--- src/rtl/ysyx_23060072_ex_stage.sv ---
// ysyx_23060072_ex_stage: rv32e execute stage. A combinational ALU feeds a
// two-entry (main + skid) FIFO toward the LSU. Taken control flow raises a
// registered one-cycle redirect, and the instruction offered in that cycle
// is squashed.

// Combinational ALU: result, branch/jump decision and jump target.
module ysyx_23060072_alu #(
    parameter int DATA_W = 32
) (
    input  logic [4:0]        op,
    input  logic [DATA_W-1:0] pc,
    input  logic [DATA_W-1:0] a,
    input  logic [DATA_W-1:0] b,
    input  logic [DATA_W-1:0] imm,
    output logic [DATA_W-1:0] result,
    output logic              jump_flag,
    output logic [DATA_W-1:0] jump_pc,
    output logic              is_branch
);
    localparam int SH_W = $clog2(DATA_W);

    localparam logic [4:0] ALU_ADD    = 5'd0;
    localparam logic [4:0] ALU_SUB    = 5'd1;
    localparam logic [4:0] ALU_SLL    = 5'd2;
    localparam logic [4:0] ALU_SLT    = 5'd3;
    localparam logic [4:0] ALU_SLTU   = 5'd4;
    localparam logic [4:0] ALU_XOR    = 5'd5;
    localparam logic [4:0] ALU_SRL    = 5'd6;
    localparam logic [4:0] ALU_SRA    = 5'd7;
    localparam logic [4:0] ALU_OR     = 5'd8;
    localparam logic [4:0] ALU_AND    = 5'd9;
    localparam logic [4:0] ALU_LUI    = 5'd10;
    localparam logic [4:0] ALU_AUIPC  = 5'd11;
    localparam logic [4:0] ALU_JAL    = 5'd12;
    localparam logic [4:0] ALU_JALR   = 5'd13;
    localparam logic [4:0] ALU_BEQ    = 5'd14;
    localparam logic [4:0] ALU_BNE    = 5'd15;
    localparam logic [4:0] ALU_BLT    = 5'd16;
    localparam logic [4:0] ALU_BGE    = 5'd17;
    localparam logic [4:0] ALU_BLTU   = 5'd18;
    localparam logic [4:0] ALU_BGEU   = 5'd19;
    localparam logic [4:0] ALU_FENCEI = 5'd20;
    localparam logic [4:0] ALU_ADDI   = 5'd21;

    logic signed [DATA_W-1:0] sa;
    logic signed [DATA_W-1:0] sb;
    logic [SH_W-1:0]          sh;
    logic [DATA_W-1:0]        pc_seq;
    logic [DATA_W-1:0]        pc_off;
    logic [DATA_W-1:0]        a_off;

    assign sa     = a;
    assign sb     = b;
    assign sh     = b[SH_W-1:0];
    assign pc_seq = pc + DATA_W'(4);
    assign pc_off = pc + imm;
    assign a_off  = a + imm;

    // Opcode decode; branches produce no result and only a taken/not-taken flag.
    always_comb begin
        result    = '0;
        jump_flag = 1'b0;
        jump_pc   = pc_off;
        is_branch = 1'b0;
        case (op)
            ALU_ADD:    result = a + b;
            ALU_SUB:    result = a - b;
            ALU_SLL:    result = a << sh;
            ALU_SLT:    result = {{(DATA_W-1){1'b0}}, sa < sb};
            ALU_SLTU:   result = {{(DATA_W-1){1'b0}}, a < b};
            ALU_XOR:    result = a ^ b;
            ALU_SRL:    result = a >> sh;
            ALU_SRA:    result = sa >>> sh;
            ALU_OR:     result = a | b;
            ALU_AND:    result = a & b;
            ALU_LUI:    result = imm;
            ALU_AUIPC:  result = pc_off;
            ALU_ADDI:   result = a_off;
            ALU_JAL: begin
                result    = pc_seq;
                jump_flag = 1'b1;
            end
            ALU_JALR: begin
                result    = pc_seq;
                jump_flag = 1'b1;
                jump_pc   = a_off & ~{{(DATA_W-1){1'b0}}, 1'b1};
            end
            ALU_BEQ: begin
                is_branch = 1'b1;
                jump_flag = (a == b);
            end
            ALU_BNE: begin
                is_branch = 1'b1;
                jump_flag = (a != b);
            end
            ALU_BLT: begin
                is_branch = 1'b1;
                jump_flag = (sa < sb);
            end
            ALU_BGE: begin
                is_branch = 1'b1;
                jump_flag = (sa >= sb);
            end
            ALU_BLTU: begin
                is_branch = 1'b1;
                jump_flag = (a < b);
            end
            ALU_BGEU: begin
                is_branch = 1'b1;
                jump_flag = (a >= b);
            end
            ALU_FENCEI: begin
                jump_flag = 1'b1;
                jump_pc   = pc_seq;
            end
            default:    result = '0;
        endcase
    end
endmodule

module ysyx_23060072_ex_stage #(
    parameter int DATA_W = 32,
    parameter int RD_W   = 4
) (
    input  logic              clk,
    input  logic              rst,
    input  logic              in_valid_i,
    output logic              in_ready_o,
    input  logic [DATA_W-1:0] in_pc_i,
    input  logic [4:0]        in_alu_op_i,
    input  logic [DATA_W-1:0] in_a_i,
    input  logic [DATA_W-1:0] in_b_i,
    input  logic [DATA_W-1:0] in_imm_i,
    input  logic [RD_W-1:0]   in_rd_i,
    input  logic              in_rd_wen_i,
    input  logic [3:0]        in_mem_op_i,
    input  logic              flush_i,
    output logic              out_valid_o,
    input  logic              out_ready_i,
    output logic [DATA_W-1:0] out_pc_o,
    output logic [DATA_W-1:0] out_result_o,
    output logic [DATA_W-1:0] out_store_o,
    output logic [RD_W-1:0]   out_rd_o,
    output logic              out_rd_wen_o,
    output logic [3:0]        out_mem_op_o,
    output logic              redirect_o,
    output logic [DATA_W-1:0] redirect_pc_o
);
    typedef enum logic [1:0] {
        EMPTY = 2'd0,
        FULL1 = 2'd1,
        FULL2 = 2'd2
    } state_t;

    typedef struct packed {
        logic [DATA_W-1:0] pc;
        logic [DATA_W-1:0] result;
        logic [DATA_W-1:0] store;
        logic [RD_W-1:0]   rd;
        logic              rd_wen;
        logic [3:0]        mem_op;
    } entry_t;

    state_t            state;
    state_t            next_state;
    logic [DATA_W-1:0] alu_result;
    logic              jump_flag;
    logic [DATA_W-1:0] jump_pc;
    logic              is_branch;
    logic              acc;
    logic              take;
    logic              drain;
    logic              load_main;
    logic              load_skid;
    logic              shift_skid;
    entry_t            entry_p0;
    entry_t            main_p1;
    entry_t            skid_p1;

    ysyx_23060072_alu #(.DATA_W(DATA_W)) u_alu (
        .op        (in_alu_op_i),
        .pc        (in_pc_i),
        .a         (in_a_i),
        .b         (in_b_i),
        .imm       (in_imm_i),
        .result    (alu_result),
        .jump_flag (jump_flag),
        .jump_pc   (jump_pc),
        .is_branch (is_branch)
    );

    // Ready depends only on buffer occupancy and flush, never on out_ready_i.
    assign in_ready_o = (state != FULL2) & ~flush_i;
    assign acc        = in_valid_i & in_ready_o;
    // The cycle redirect_o is high is the wrong-path squash cycle.
    assign take       = acc & ~redirect_o;
    assign out_valid_o = (state != EMPTY);
    assign drain      = out_valid_o & out_ready_i;

    // Branches retire through the buffer but never write a register.
    assign entry_p0 = '{pc:     in_pc_i,
                        result: alu_result,
                        store:  in_b_i,
                        rd:     in_rd_i,
                        rd_wen: in_rd_wen_i & ~is_branch,
                        mem_op: in_mem_op_i};

    // Occupancy state register.
    always_ff @(posedge clk) begin
        if (rst) state <= EMPTY;
        else     state <= next_state;
    end

    // Next occupancy and buffer write controls; flush empties the buffer.
    always_comb begin
        next_state = state;
        load_main  = 1'b0;
        load_skid  = 1'b0;
        shift_skid = 1'b0;
        if (flush_i) begin
            next_state = EMPTY;
        end else begin
            case (state)
                EMPTY: begin
                    if (take) begin
                        next_state = FULL1;
                        load_main  = 1'b1;
                    end
                end
                FULL1: begin
                    if (take && !drain) begin
                        next_state = FULL2;
                        load_skid  = 1'b1;
                    end else if (!take && drain) begin
                        next_state = EMPTY;
                    end else if (take && drain) begin
                        load_main  = 1'b1;
                    end
                end
                FULL2: begin
                    if (drain) begin
                        next_state = FULL1;
                        shift_skid = 1'b1;
                    end
                end
                default: next_state = EMPTY;
            endcase
        end
    end

    // ---- stage p1: main entry (visible on out_*) ----
    // Main entry loads a fresh result or inherits the skid entry, holding otherwise.
    always_ff @(posedge clk) begin
        if (rst)             main_p1 <= '0;
        else if (load_main)  main_p1 <= entry_p0;
        else if (shift_skid) main_p1 <= skid_p1;
    end

    // Skid entry captures a result that arrives while main is stalled.
    always_ff @(posedge clk) begin
        if (load_skid) skid_p1 <= entry_p0;
    end

    // One-cycle redirect pulse for taken control flow; flush cancels it.
    always_ff @(posedge clk) begin
        if (rst) begin
            redirect_o    <= 1'b0;
            redirect_pc_o <= '0;
        end else if (flush_i) begin
            redirect_o    <= 1'b0;
        end else begin
            redirect_o <= take & jump_flag;
            if (take && jump_flag) redirect_pc_o <= jump_pc;
        end
    end

    assign out_pc_o     = main_p1.pc;
    assign out_result_o = main_p1.result;
    assign out_store_o  = main_p1.store;
    assign out_rd_o     = main_p1.rd;
    assign out_rd_wen_o = main_p1.rd_wen;
    assign out_mem_op_o = main_p1.mem_op;
endmodule

--- config.mk ---
export PLATFORM = sky130hd
export DESIGN_NAME = ysyx_23060072_ex_stage
export DESIGN_NICKNAME = d
export VERILOG_FILES = /design/src/rtl/ysyx_23060072_ex_stage.sv
export SDC_FILE = /design/constraint.sdc
export NUM_CORES = 1
export LEC_CHECK = 0
export CORE_MARGIN = 2
export CORE_UTILIZATION = 40
export CTS_CLUSTER_DIAMETER = 50
export DETAILED_ROUTE_END_ITERATION = 16
export PLACE_DENSITY_LB_ADDON = 0.12
export REMOVE_ABC_BUFFERS = 1
export SYNTH_ARGS = -nofsm -noshare
export SYNTH_HDL_FRONTEND = slang
export SYNTH_SLANG_ARGS = --single-unit
--- constraint.sdc ---
create_clock -name clk -period 14.1 [get_ports clk]
set_input_delay 2.82 -clock clk [delete_from_list [all_inputs] [get_ports clk]]
set_output_delay 2.82 -clock clk [all_outputs]
set_load 0.01 [all_outputs]
==> run_results.csv, run 1 <==
group,metric,value,unit
min_path,min_path_type,"flop to flop",
power_and_ir_drop,powerDensity,88.7,nW/um2
clock_network,clock_latency,0.57,ns
timing,hold_viol,0,
timing,drv_slew,0,
power_and_ir_drop,vdd_drop_max,0.0924,mV
route,first_iter_violations,3129,
synthesis,yosysUniqueCellTypes,114,
synthesis,synth_top_area_cell,"edfxtp_1",
clock_network,cts_sinks,245,
timing,clock_skew,0.0280,ns
clock_network,holdBufCountCts,0,
run,maxCapViolCount,0,
floorplanning,core-area,59200,um2
synthesis,yosysTopAreaCellShare,13.1,%
synthesis,synthArstFlopShare,0,%
synthesis,synth.avg_cell_area,8.23,um2
cells_and_area,stdcell_count,3897,
timing,max_freq,0.139,GHz
floorplanning,boundaryPins,287,
worst_setup_path,crit_fanout,32,
outcome,status,"completed",
synthesis,ys_seq_area_share,24.7,%
worst_setup_path,worstPathArrival,7.68,ns
clock_network,clockRootBuffer,"clkbuf_16",
power_and_ir_drop,clkPwrFrac,35.8,%
route,avgViaCountPerCell,6.73,
timing,setup_ws,6.89,ns
timing,fin_setup_tns,0,ns
power_and_ir_drop,seq_power_share,30.3,%
route,detail_route.wl_per_cell,31.5,um
route,routed_wl,123000,um
synthesis,synth_ff_type,"dfxtp_1",
worst_setup_path,ff2ff_path_depth,11,
floorplanning,die_x,249,um
place,numPortBuffers,286,
cells_and_area,syn_to_final_growth,18.6,%
synthesis,yosysWarnings,0,
place,dp_hpwl,93400,um
clock_network,postCtsResizedCells,0,
worst_setup_path,critical_path_class,"input pin to flop",
cells_and_area,final_nets,3411,
global_routing,first_global_vias,25000,
clock_network,cts.reportedPaths.clkPinSlew,0.06,ns
floorplanning,design.die.area,62200,um2
floorplanning,rows,89,
timing,relSlewSlack,21.3,%
power_and_ir_drop,switchingPower,0.920,mW
power_and_ir_drop,power,2.53,mW
timing,timing.final.crit_period,7.21,ns
place,postPlaceCellArea,27400,um2
timing,tightest_slew,1.16,ns
global_routing,grt_pass1_wl,177000,um
clock_network,htree_levels,2,
cells_and_area,design_area,28600,um2
timing,timing.hold.ws,0.451,ns
place,dp_slack,6.51,ns
clock_network,cts_tree,"built",
min_path,hold_depth,2,
cells_and_area,drive_above_1_share,9.16,%
route,ant_nets,0,
synthesis,synth.area.top_cells,"edfxtp_1 13%, dfxtp_1 12%, ha_1 8.6%",
global_routing,grt_max_degree,84,
route,drc_errors,0,
synthesis,synth_seq_cells,245,
synthesis,synth_cells,2924,
worst_setup_path,cp-start-kind,"input pin",
route,num_vias,26200,
synthesis,synth-edff-count,105,
cells_and_area,final_core_util,48.2,%
floorplanning,start_util,40.6,%
power_and_ir_drop,p_sw_share,36.3,%
timing,rsz0062_at_grt,"no",
timing,setup_viol,0,
synthesis,synth_area,24100,um2
floorplanning,die_y,249,um
power_and_ir_drop,p_int,1.61,mW
clock_network,cts_max_path_buffers,3,
place,place_congestion,1.03,
global_routing,track_usage,38.2,%
timing,period_share,51.1,%
route,first_pass_iters,5,
clock_network,post_cts_buffers,0,
worst_setup_path,required,14.57,ns
power_and_ir_drop,p_comb_share,33.9,%
global_routing,antenna_found_initial,4,
power_and_ir_drop,p_leak,10.4,nW
worst_setup_path,endpoint_kind,"flop",
global_routing,grt_remaining_overflow,0,
clock_network,cts_buffers,34,
place,dp.cells,3832,
-- cell type report --
class / instances / area (um2)
Multi-Input combinational cell: 2350 / 16700
Clock buffer: 47 / 961
Timing Repair Buffer: 351 / 3330
Fill cell: 5770 / 30700
Antenna cell: 3 / 7.51
Inverter: 113 / 424
Clock inverter: 15 / 223
Tap cell: 773 / 967
Sequential cell: 245 / 5960
-- power by group through the flow --
stage	clock [mW]	sequential (mW)	combinational [mW]
floorplan	0	0.785	0.456
global placement	0	0.780	0.824
detailed placement	0	0.781	0.825
CTS	0.919	0.766	0.830
global route	0.948	0.767	0.905
finish	0.907	0.766	0.860
-- cells in the mapped netlist, types with 45 or more instances --
| cell type | count |
|---|---|
| a211oi_1 | 54 |
| a21oi_1 | 288 |
| a221oi_1 | 45 |
| a22oi_1 | 106 |
| clkbuf_1 | 134 |
| dfxtp_1 | 140 |
| edfxtp_1 | 105 |
| ha_1 | 165 |
| inv_1 | 110 |
| mux2i_1 | 67 |
| mux4_2 | 49 |
| nand2_1 | 306 |
| nand3_1 | 64 |
| nor2_1 | 233 |
| nor3_1 | 90 |
| o211ai_1 | 51 |
| o21ai_0 | 107 |
| xnor2_1 | 55 |
| xor2_1 | 45 |
-- cell usage in the layout (no fill, tap or decap), drive strengths merged, types with 55 or more instances in the layout --
cell type	n
mux2i	67
nor3	92
buf	70
inv	112
xnor2	55
ha	165
o21ai	119
clkdlybuf4s50	281
a21oi	288
edfxtp	105
nand2	308
dfxtp	140
a211oi	71
nor2	234
nand3	64
a22oi	106
-- cells by family (layout without fill, tap and decap cells) --
family,Yosys count,in the layout,share of synthesized area (%)
XOR/XNOR,100,100,3.64
buffers and inverters,329,526,6.29
flip-flops,245,245,24.7
adder cells (fa/ha/maj),169,169,8.91
AND/OR/NAND/NOR,921,921,18.2
other,0,3,0
AO/OA/AOI/OAI,1030,1030,30.2
multiplexers,130,130,8.02
-- layer usage --
metal  vias up  track usage [%]  routed length, um
met2      1615             58.7              53300
li1      11500                -                  -
met5         -                0                  0
met1     12900             51.9              51600
met3       260             8.69              12400
met4         0             14.8               5410
-- worst max-delay path: stages --
cell and delay (ns):
buf_2 0.09, buf_4 0.34, clkinv_1 0.65, ha_1 0.79
and2b_4 0.25, or3_4 0.35, and3_4 0.20, o311a_4 0.39
o21ai_4 0.25, a32oi_4 0.22, o21ai_4 0.51, nand2_4 0.39
a311oi_1 0.35
-- worst paths after layout --
kind | from | endpoint | slack, ns
min reg2reg | out_store_o[3] | out_store_o[3] | 0.45
max reg2reg | state[1] | out_result_o[16] | 10.49
max | in_b_i[3] | redirect_pc_o[8] | 6.89
min | out_store_o[3] | out_store_o[3] | 0.45
-- sequential cells by signal, summed over array words and instances (netlist names) --
name,cells
redirect_o,1
redirect_pc_o,32
out_rd_wen_o,1
skid_p1,105
out_result_o,32
out_mem_op_o,4
out_rd_o,4
out_pc_o,32
state,2
out_store_o,32
Note: power is estimated with default switching activity, not from simulation.
==> run 2, diff against run 1 <==
clock period = 6.4 ns   (was 14.1 ns; I/O delays follow)
==> run 2 against run 1 <==
Core utilization is 0.85 points higher. Global-route usage is 0.27 points higher. Setup slack lost 5.7 ns. Highest routed layer is now met5. Largest cell class unchanged. Combinational power increased by 120%. First-iteration DRC count is 11% higher. Largest power group unchanged. Register-to-register slack got worse by 7.2 ns.
==> run_results.csv, run 2 (synthesis results as in run 1) <==
group,metric,value,unit
clock_network,cts_buffers,37,
place,dp_hpwl,96100,um
power_and_ir_drop,vdd_drop_max,0.202,mV
cells_and_area,multi_input_area,16700,um2
route,first_iter_violations,3484,
worst_setup_path,ff2ff_path_depth,11,
cells_and_area,largest_register_ffs,105,
timing,relSlewSlack,11.3,%
clock_network,cts_sinks,245,
min_path,min_to,"out_pc_o[25]",
route,num_vias,26600,
place,dp_slack,0.725,ns
floorplanning,design.die.area,62200,um2
timing,tightest_slew,1.33,ns
worst_setup_path,worstPathArrival,5.67,ns
cells_and_area,largest-register,"skid_p1",
clock_network,cts_max_path_buffers,3,
timing,setup_ws,1.16,ns
min_path,min_from,"out_pc_o[25]",
global_routing,first_global_vias,25300,
timing,max_freq,0.191,GHz
floorplanning,boundaryPins,287,
global_routing,grt_remaining_overflow,0,
floorplanning,start_util,40.6,%
route,first_pass_iters,8,
global_routing,antenna_found_initial,3,
clock_network,cts.reportedPaths.clkPinSlew,0.06,ns
clock_network,holdBufCountCts,0,
timing,drv_slew,0,
clock_network,post_cts_buffers,0,
route,drc_errors,0,
floorplanning,die_y,249,um
cells_and_area,drive_above_1_share,10.9,%
global_routing,grt_max_degree,99,
timing,setup_viol,0,
worst_setup_path,worstSetupStartpoint,"in_a_i[15]",
worst_setup_path,endpoint_kind,"flop",
clock_network,clock_latency,0.60,ns
timing,timing.hold.ws,0.453,ns
power_and_ir_drop,powerDensity,196,nW/um2
place,place_congestion,1.06,
route,avgViaCountPerCell,6.72,
min_path,hold_depth,2,
min_path,min_path_type,"flop to flop",
worst_setup_path,cp-start-kind,"input pin",
worst_setup_path,rr_endpoint,"out_result_o[9]",
clock_network,htree_levels,2,
floorplanning,die_x,249,um
timing,rsz0062_at_grt,"no",
cells_and_area,regArea,5960,um2
timing,period_share,81.8,%
floorplanning,core-area,59200,um2
worst_setup_path,r2r_setup_slack,3.31,ns
outcome,status,"completed",
worst_setup_path,critical_path_class,"input pin to flop",
worst_setup_path,crit-reg2reg-launch,"state[1]",
timing,fin_setup_tns,0,ns
global_routing,grt_pass1_wl,178000,um
global_routing,track_usage,38.4,%
clock_network,clockRootBuffer,"clkbuf_16",
route,ant_nets,0,
timing,clock_skew,0.0477,ns
floorplanning,rows,89,
cells_and_area,design_area,29100,um2
route,detail_route.wl_per_cell,31.4,um
cells_and_area,layout_common_cells,"305 x nand2_1, 288 x a21oi_1, 281 x clkdlybuf4s50_1",
clock_network,cts_tree,"built",
timing,timing.final.crit_period,5.24,ns
power_and_ir_drop,p_leak,10.7,nW
place,postPlaceCellArea,27800,um2
cells_and_area,fill_cells,5753,
cells_and_area,final_common_cell,"nand2_1",
run,maxCapViolCount,0,
place,numPortBuffers,286,
worst_setup_path,required,6.83,ns
route,routed_wl,124000,um
cells_and_area,syn_to_final_growth,20.7,%
clock_network,postCtsResizedCells,0,
worst_setup_path,crit_fanout,26,
cells_and_area,final_nets,3467,
cells_and_area,final_core_util,49.0,%
timing,hold_viol,0,
run 2: cell count changes in the layout (fill, tap and decap cells not counted), sizes merged:
| cell | change |
|---|---|
| inv | +4 |
| clkinv | +4 |
| diode | -2 |
| clkinvlp | +3 |
| clkbuf | -5 |
| buf | +53 |
| bufinv | -2 |
run 2: final cells by class:
cell class / count / area share [%]
diodes: 1 / 0.00861
clock buffers: 42 / 3.39
clock inverters: 24 / 0.818
inverters: 113 / 1.46
multi-input cells: 2350 / 57.4
flip-flops and latches: 245 / 20.5
well taps: 773 / 3.33
repair buffers: 404 / 13.1
run 2: worst max-delay path: stages:
cell and delay, ns:
clkdlybuf4s50_1 0.88, inv_1 0.10, ha_1 0.47, buf_4 0.24, nor4_4 0.38, nand4_1 0.31
nor3_2 0.47, a311oi_1 0.18, a211oi_2 0.47, o21ai_4 0.25, nand2_4 0.42, a311oi_1 0.17
run 2: worst max-delay path by stage:
stage | slack, ns | cells past startpoint | end
6_report | 1.16 | 12 | redirect_pc_o[3]
5_1_grt | 0.97 | 13 | redirect_pc_o[6]
3_3_place_gp | 0.86 | 12 | redirect_pc_o[25]
3_5_place_dp | 0.73 | 13 | redirect_pc_o[3]
4_1_cts | 1.33 | 13 | redirect_pc_o[3]
2_1_floorplan | -8.35 | 5 | out_result_o[9]
run 2: layer usage:
layer / routed length [um] / track usage (%) / vias to the layer above
met3: 13800 / 9.78 / 280
met2: 54100 / 59.3 / 1626
met5: 11 / 0 / -
met4: 5280 / 14.9 / 2
li1: - / - / 11600
met1: 50900 / 51.4 / 13100
run 2: report_power, final:
| part | switching (mW) | internal (mW) | total, mW |
|---|---|---|---|
| Clock | 0.855 | 1.21 | 2.06 |
| Combinational | 1.25 | 0.684 | 1.93 |
| Sequential | 0.0194 | 1.67 | 1.69 |
run 2: metrics by stage:
step                      power (mW)  cells
after floorplan                 2.74   2708
after global placement          3.56   3884
after detailed placement        3.57   3885
after CTS                       5.63   3951
after global routing            5.86   3951
final                           5.68   3952
